[src/rtl/lamp_conflict_monitor.sv]
// lamp_conflict_monitor: registers controller lamp codes, flags unsafe combinations and
// forces flashing red on all approaches until an operator clears the latched fault
module lamp_conflict_monitor #(
  parameter int MIN_YEL = 2,
  parameter int STUCK_MAX = 30
) (
  input  logic       clk,
  input  logic       rst,
  input  logic       tick,
  input  logic [2:0] nl_in,
  input  logic [2:0] sl_in,
  input  logic [2:0] el_in,
  input  logic [2:0] wl_in,
  input  logic       fault_clr,
  output logic [2:0] nl_out,
  output logic [2:0] sl_out,
  output logic [2:0] el_out,
  output logic [2:0] wl_out,
  output logic       fault,
  output logic [2:0] fault_code
);
  localparam logic [2:0] G = 3'b001, Y = 3'b010, R = 3'b100;
  localparam int YW = $clog2(MIN_YEL + 1);
  localparam int SW = $clog2(STUCK_MAX + 1);
  localparam logic [YW-1:0] YEL_SAT = YW'(MIN_YEL);
  localparam logic [SW-1:0] STALL_SAT = SW'(STUCK_MAX);
  localparam logic [SW-1:0] STALL_LAST = SW'(STUCK_MAX - 1);
  logic [3:0][2:0] in_q, prv_q, lamp_q;
  logic [3:0][YW-1:0] yel_cnt;
  logic [SW-1:0] stall_cnt;
  logic flash_ph, multi, same, clr_ok;
  logic [3:0] bad_enc, not_red, bad_step, short_yel, yel_enter;
  logic [2:0] code;
  for (genvar i = 0; i < 4; i++) begin : g_lane
    assign bad_enc[i] = !$onehot(in_q[i]);
    assign not_red[i] = in_q[i] != R;
    assign bad_step[i] = !(in_q[i] == prv_q[i] || (prv_q[i] == R && in_q[i] == G) ||
                           (prv_q[i] == G && in_q[i] == Y) || (prv_q[i] == Y && in_q[i] == R));
    assign short_yel[i] = prv_q[i] == Y && in_q[i] == R && yel_cnt[i] < YEL_SAT;
    assign yel_enter[i] = in_q[i] == Y && prv_q[i] != Y;
  end
  assign multi = |(not_red & (not_red - 4'd1));
  assign same = in_q == prv_q;
  // stall fires on the tick that would take the counter to STUCK_MAX
  assign code = |bad_enc ? 3'd1 : multi ? 3'd2 : |bad_step ? 3'd3 : |short_yel ? 3'd4 :
                (tick && same && stall_cnt == STALL_LAST) ? 3'd5 : 3'd0;
  assign clr_ok = fault && fault_clr && not_red == 4'd0 && code == 3'd0;
  assign {wl_out, el_out, sl_out, nl_out} = lamp_q;
  always_ff @(posedge clk or posedge rst)
    if (rst) begin
      in_q <= {4{R}};
      prv_q <= {4{R}};
      lamp_q <= {4{R}};
      yel_cnt <= '0;
      stall_cnt <= '0;
      flash_ph <= 1'b1;
      fault <= 1'b0;
      fault_code <= 3'd0;
    end else begin
      prv_q <= in_q;
      in_q <= {wl_in, el_in, sl_in, nl_in};
      for (int i = 0; i < 4; i++)
        if (yel_enter[i]) yel_cnt[i] <= '0;
        else if (in_q[i] == Y && tick && yel_cnt[i] != YEL_SAT) yel_cnt[i] <= yel_cnt[i] + 1'b1;
      if (!same) stall_cnt <= '0;
      else if (tick && stall_cnt != STALL_SAT) stall_cnt <= stall_cnt + 1'b1;
      if (!fault && code != 3'd0) begin
        fault <= 1'b1;
        fault_code <= code;
        flash_ph <= 1'b1;
        stall_cnt <= '0;
        lamp_q <= {4{R}};
      end else if (clr_ok) begin
        fault <= 1'b0;
        fault_code <= 3'd0;
        yel_cnt <= '0;
        stall_cnt <= '0;
        lamp_q <= {4{R}};
      end else if (fault) begin
        flash_ph <= flash_ph ^ tick;
        lamp_q <= {4{(flash_ph ^ tick) ? R : 3'b000}};
      end else lamp_q <= in_q;
    end
endmodule

[config.mk]
export PLATFORM = sky130hd
export DESIGN_NAME = lamp_conflict_monitor
export DESIGN_NICKNAME = d
export VERILOG_FILES = /design/src/rtl/lamp_conflict_monitor.sv
export SDC_FILE = /design/constraint.sdc
export NUM_CORES = 1
export LEC_CHECK = 0
export ABC_AREA = 1
export ABC_CLOCK_PERIOD_IN_PS = 2800
export BUFFER_PORTS_ARGS = -buffer_cell sky130_fd_sc_hd__buf_2
export CAP_MARGIN = 20
export CORE_ASPECT_RATIO = 0.75
export CORE_MARGIN = 10
export CORE_UTILIZATION = 40
export DETAILED_ROUTE_END_ITERATION = 16
export GPL_TIMING_DRIVEN = 0
export MAX_ROUTING_LAYER = met4
export PLACE_DENSITY = 0.68
export SKIP_CTS_REPAIR_TIMING = 1
export SKIP_LAST_GASP = 1
export SLEW_MARGIN = 20
export SYNTH_ARGS = -nofsm -noshare
export SYNTH_HDL_FRONTEND = slang
export SYNTH_SLANG_ARGS = --single-unit
export TNS_END_PERCENT = 100
[constraint.sdc]
create_clock -name clk -period 2.8 [get_ports clk]
set_input_delay 0.14 -clock clk [delete_from_list [all_inputs] [get_ports clk]]
set_output_delay 0.14 -clock clk [all_outputs]
set_load 0.005 [all_outputs]
==> results.ini <==
[run_status]
status = completed

[setup_path]
cpMaxStageDelayCell = dfstp_2
critPathKind = reg2reg
cp_max_fo = 10
crit_family = simple AND/OR/NAND/NOR gates
cp_num_buf_inv = 5
cpPeakStageDelay_ns = 0.53
path_cells = buf_2 > inv_1 > fa_1 > nor4_4 > nand4_1 > inv_1 > nand3_2 > buf_6 > nand3_1 > inv_1
worstSetupStartpointType = flip-flop
arrival_ns = 2.84
required_ns = 3.03
end_kind = flip-flop
cpMostUsedCell = inv_1

[sta]
fmax_mhz = 382.5
finalWorstSetupSlack_ns = 0.1854
finalHoldViolations = 0
fin_crit_ns = 2.615
max_slew_margin_pct = 56.47
final-setup-viol-count = 0
fin_skew_ns = 0.01600
slew_viol_final = 0
min_period_over_period_pct = 93.38
rsz0062_at_grt = no
tightestPinTransition_ns = 0.6530

[final_layout]
final_common_cell = nand2_1
syn_to_final_growth_pct = 17.79
fin_nets = 426
fillers = 655
diodes = 0
final_layout_size_suffix_gt1_share_pct = 23.00
final_cell_mix = nand2_1, inv_1, nor2_1
register_area_um2 = 1368
multi_input_area_um2 = 1294

[clocking]
cts_num_sinks = 54
path_clk_slew_ns = 0.10
clockBufferDepth = 2
clockRootBuffer = clkbuf_8
cts_tree = done
cts_made_buffers = 5
clk_latency_ns = 0.32
cts_max_level = 2

[yosys]
syn_avg_cell_area_um2 = 8.349
ys_ff_latch = 54
synth_area_um2 = 2905
yosysSeqAreaShare_pct = 47.07
yosysUniqueCellTypes = 34
ys_warn_count = 0
synth_area_leaders = dfrtp_1, dfstp_2, nand2_1, inv_1, nor2_1
synth_cells = 348
syn_nets = 375
synth_top_area_share_pct = 35.31
synth_top_cell_by_area = dfrtp_1

[floorplanning]
die_h_um = 93.81
dieArea_um2 = 11110
num_io_pins = 32
core_um2 = 6929
start_util_pct = 41.93
num_rows = 26
die_w_um = 118.4

[power_and_ir_drop]
finalPower_mw = 1.734
peakVddDrop_mv = 0.2143
cellLeakagePower_nw = 1.771
power_density_nw_per_um2 = 506.7

[route]
drt_iter0_drc = 92
vias = 2347
ant_nets = 0
firstDrtPassIters = 5
wl_met1_um = 2992
drc_errors = 0
highest_layer = met4
drt_wl_total_um = 6207
wl_met2_um = 2783
wl_per_cell_um = 12.46
viasPerCell = 4.713
wl_met3_um = 366

[flow_run]
max_cap_violations = 0

[grt]
grt_pass1_wl_um = 10650
grt_overflow_total = 0
grt_max_degree = 55
grt_pass1_vias = 2332
antenna_found_initial = 0
track_usage_pct = 11.85

[worst_hold_path]
hold_path.class = in2reg

[placement]
place_congestion = 0.8702
dp_hpwl_um = 4670
place_ws_ns = -0.1789
io_buffers = 31

[sequential cells by signal, indices dropped and copies added, names as in the netlist]
signal and count:
stall_cnt 5, yel_cnt 8, el_out 3, wl_out 3
prv_q 12, in_q 12, nl_out 3, fault 1
fault_code 3, flash_ph 1, sl_out 3
[Yosys cell counts, drive strengths merged]
master	n
a21oi	3
a31oi	1
buf	4
dfrtp	41
dfstp	13
fa	4
ha	7
inv	64
mux2	1
mux2i	1
nand2	78
nand3	32
nand3b	3
nand4	13
nor2	51
nor3	5
nor4	3
o21ai	8
o21bai	1
o22ai	1
or2	4
xnor2	2
xor2	8
[metrics by stage]
step           utilization [%]  hold slack, ns  TNS, ns  cells  area (um2)
2_1_floorplan                -          0.1445        0    348        2905
3_3_place_gp             45.94          0.2457  -0.7866    477        3183
3_5_place_dp             45.97          0.2468   -2.015    477        3186
4_1_cts                  47.17        -0.09712   -2.790    485        3268
5_1_grt                  49.39          0.2580        0    498        3422
6_report                 49.39          0.2376        0    498        3422
[worst min-delay path, delay by kind of cell]
kind	cells	cell delay, ns
compound gates	1	0.12
buf+inv	2	0.17
simple gates	1	0.08
[report_power, final]
group	internal (mW)	switching [mW]
Sequential	0.899	0.0484
Clock	0.174	0.258
Combinational	0.151	0.203
[path summary, 6_finish.rpt]
path	cells after the start	start	slack (ns)	end
worst min-delay path	4	fault_clr	0.24	fault$_DFFE_PP0P_
worst max-delay path	10	in_q[8]$_DFF_PP1_	0.19	yel_cnt[4]$_DFF_PP0_
worst max register to register	10	in_q[8]$_DFF_PP1_	0.19	yel_cnt[4]$_DFF_PP0_
min in group asynchronous	3	rst	0.45	prv_q[7]$_DFF_PP0_
worst min register to register	0	in_q[8]$_DFF_PP1_	0.37	prv_q[8]$_DFF_PP1_
max in group asynchronous	3	rst	1.91	fault_code[1]$_DFFE_PP0P_
[cell type report]
class / count / area share [%]
sequential: 54 / 39.96
buffer: 4 / 0.8044
timing repair buffer: 44 / 8.336
clock buffer: 6 / 2.121
multi-input combinational: 226 / 37.81
tap: 98 / 3.583
inverter: 64 / 7.093
clock inverter: 2 / 0.2925
[per-layer routing]
metal  vias up  global-route usage [%]
met5         -                       -
met4         0                   3.448
met3         7                   3.183
met2        49                   18.03
met1      1110                   15.23
li1       1181                       -
[kinds of logic after synthesis]
logic type      count (synthesis)  share of synthesized area (%)
compound gates                 14                          2.584
simple gates                  189                          31.61
mux                             2                         0.7321
fa+ha+maj                      11                          5.771
xor+xnor                       10                          3.015
flops                          54                          47.07
buf+inv                        68                          9.216
No activity file was read; power rests on OpenSTA's default activity.
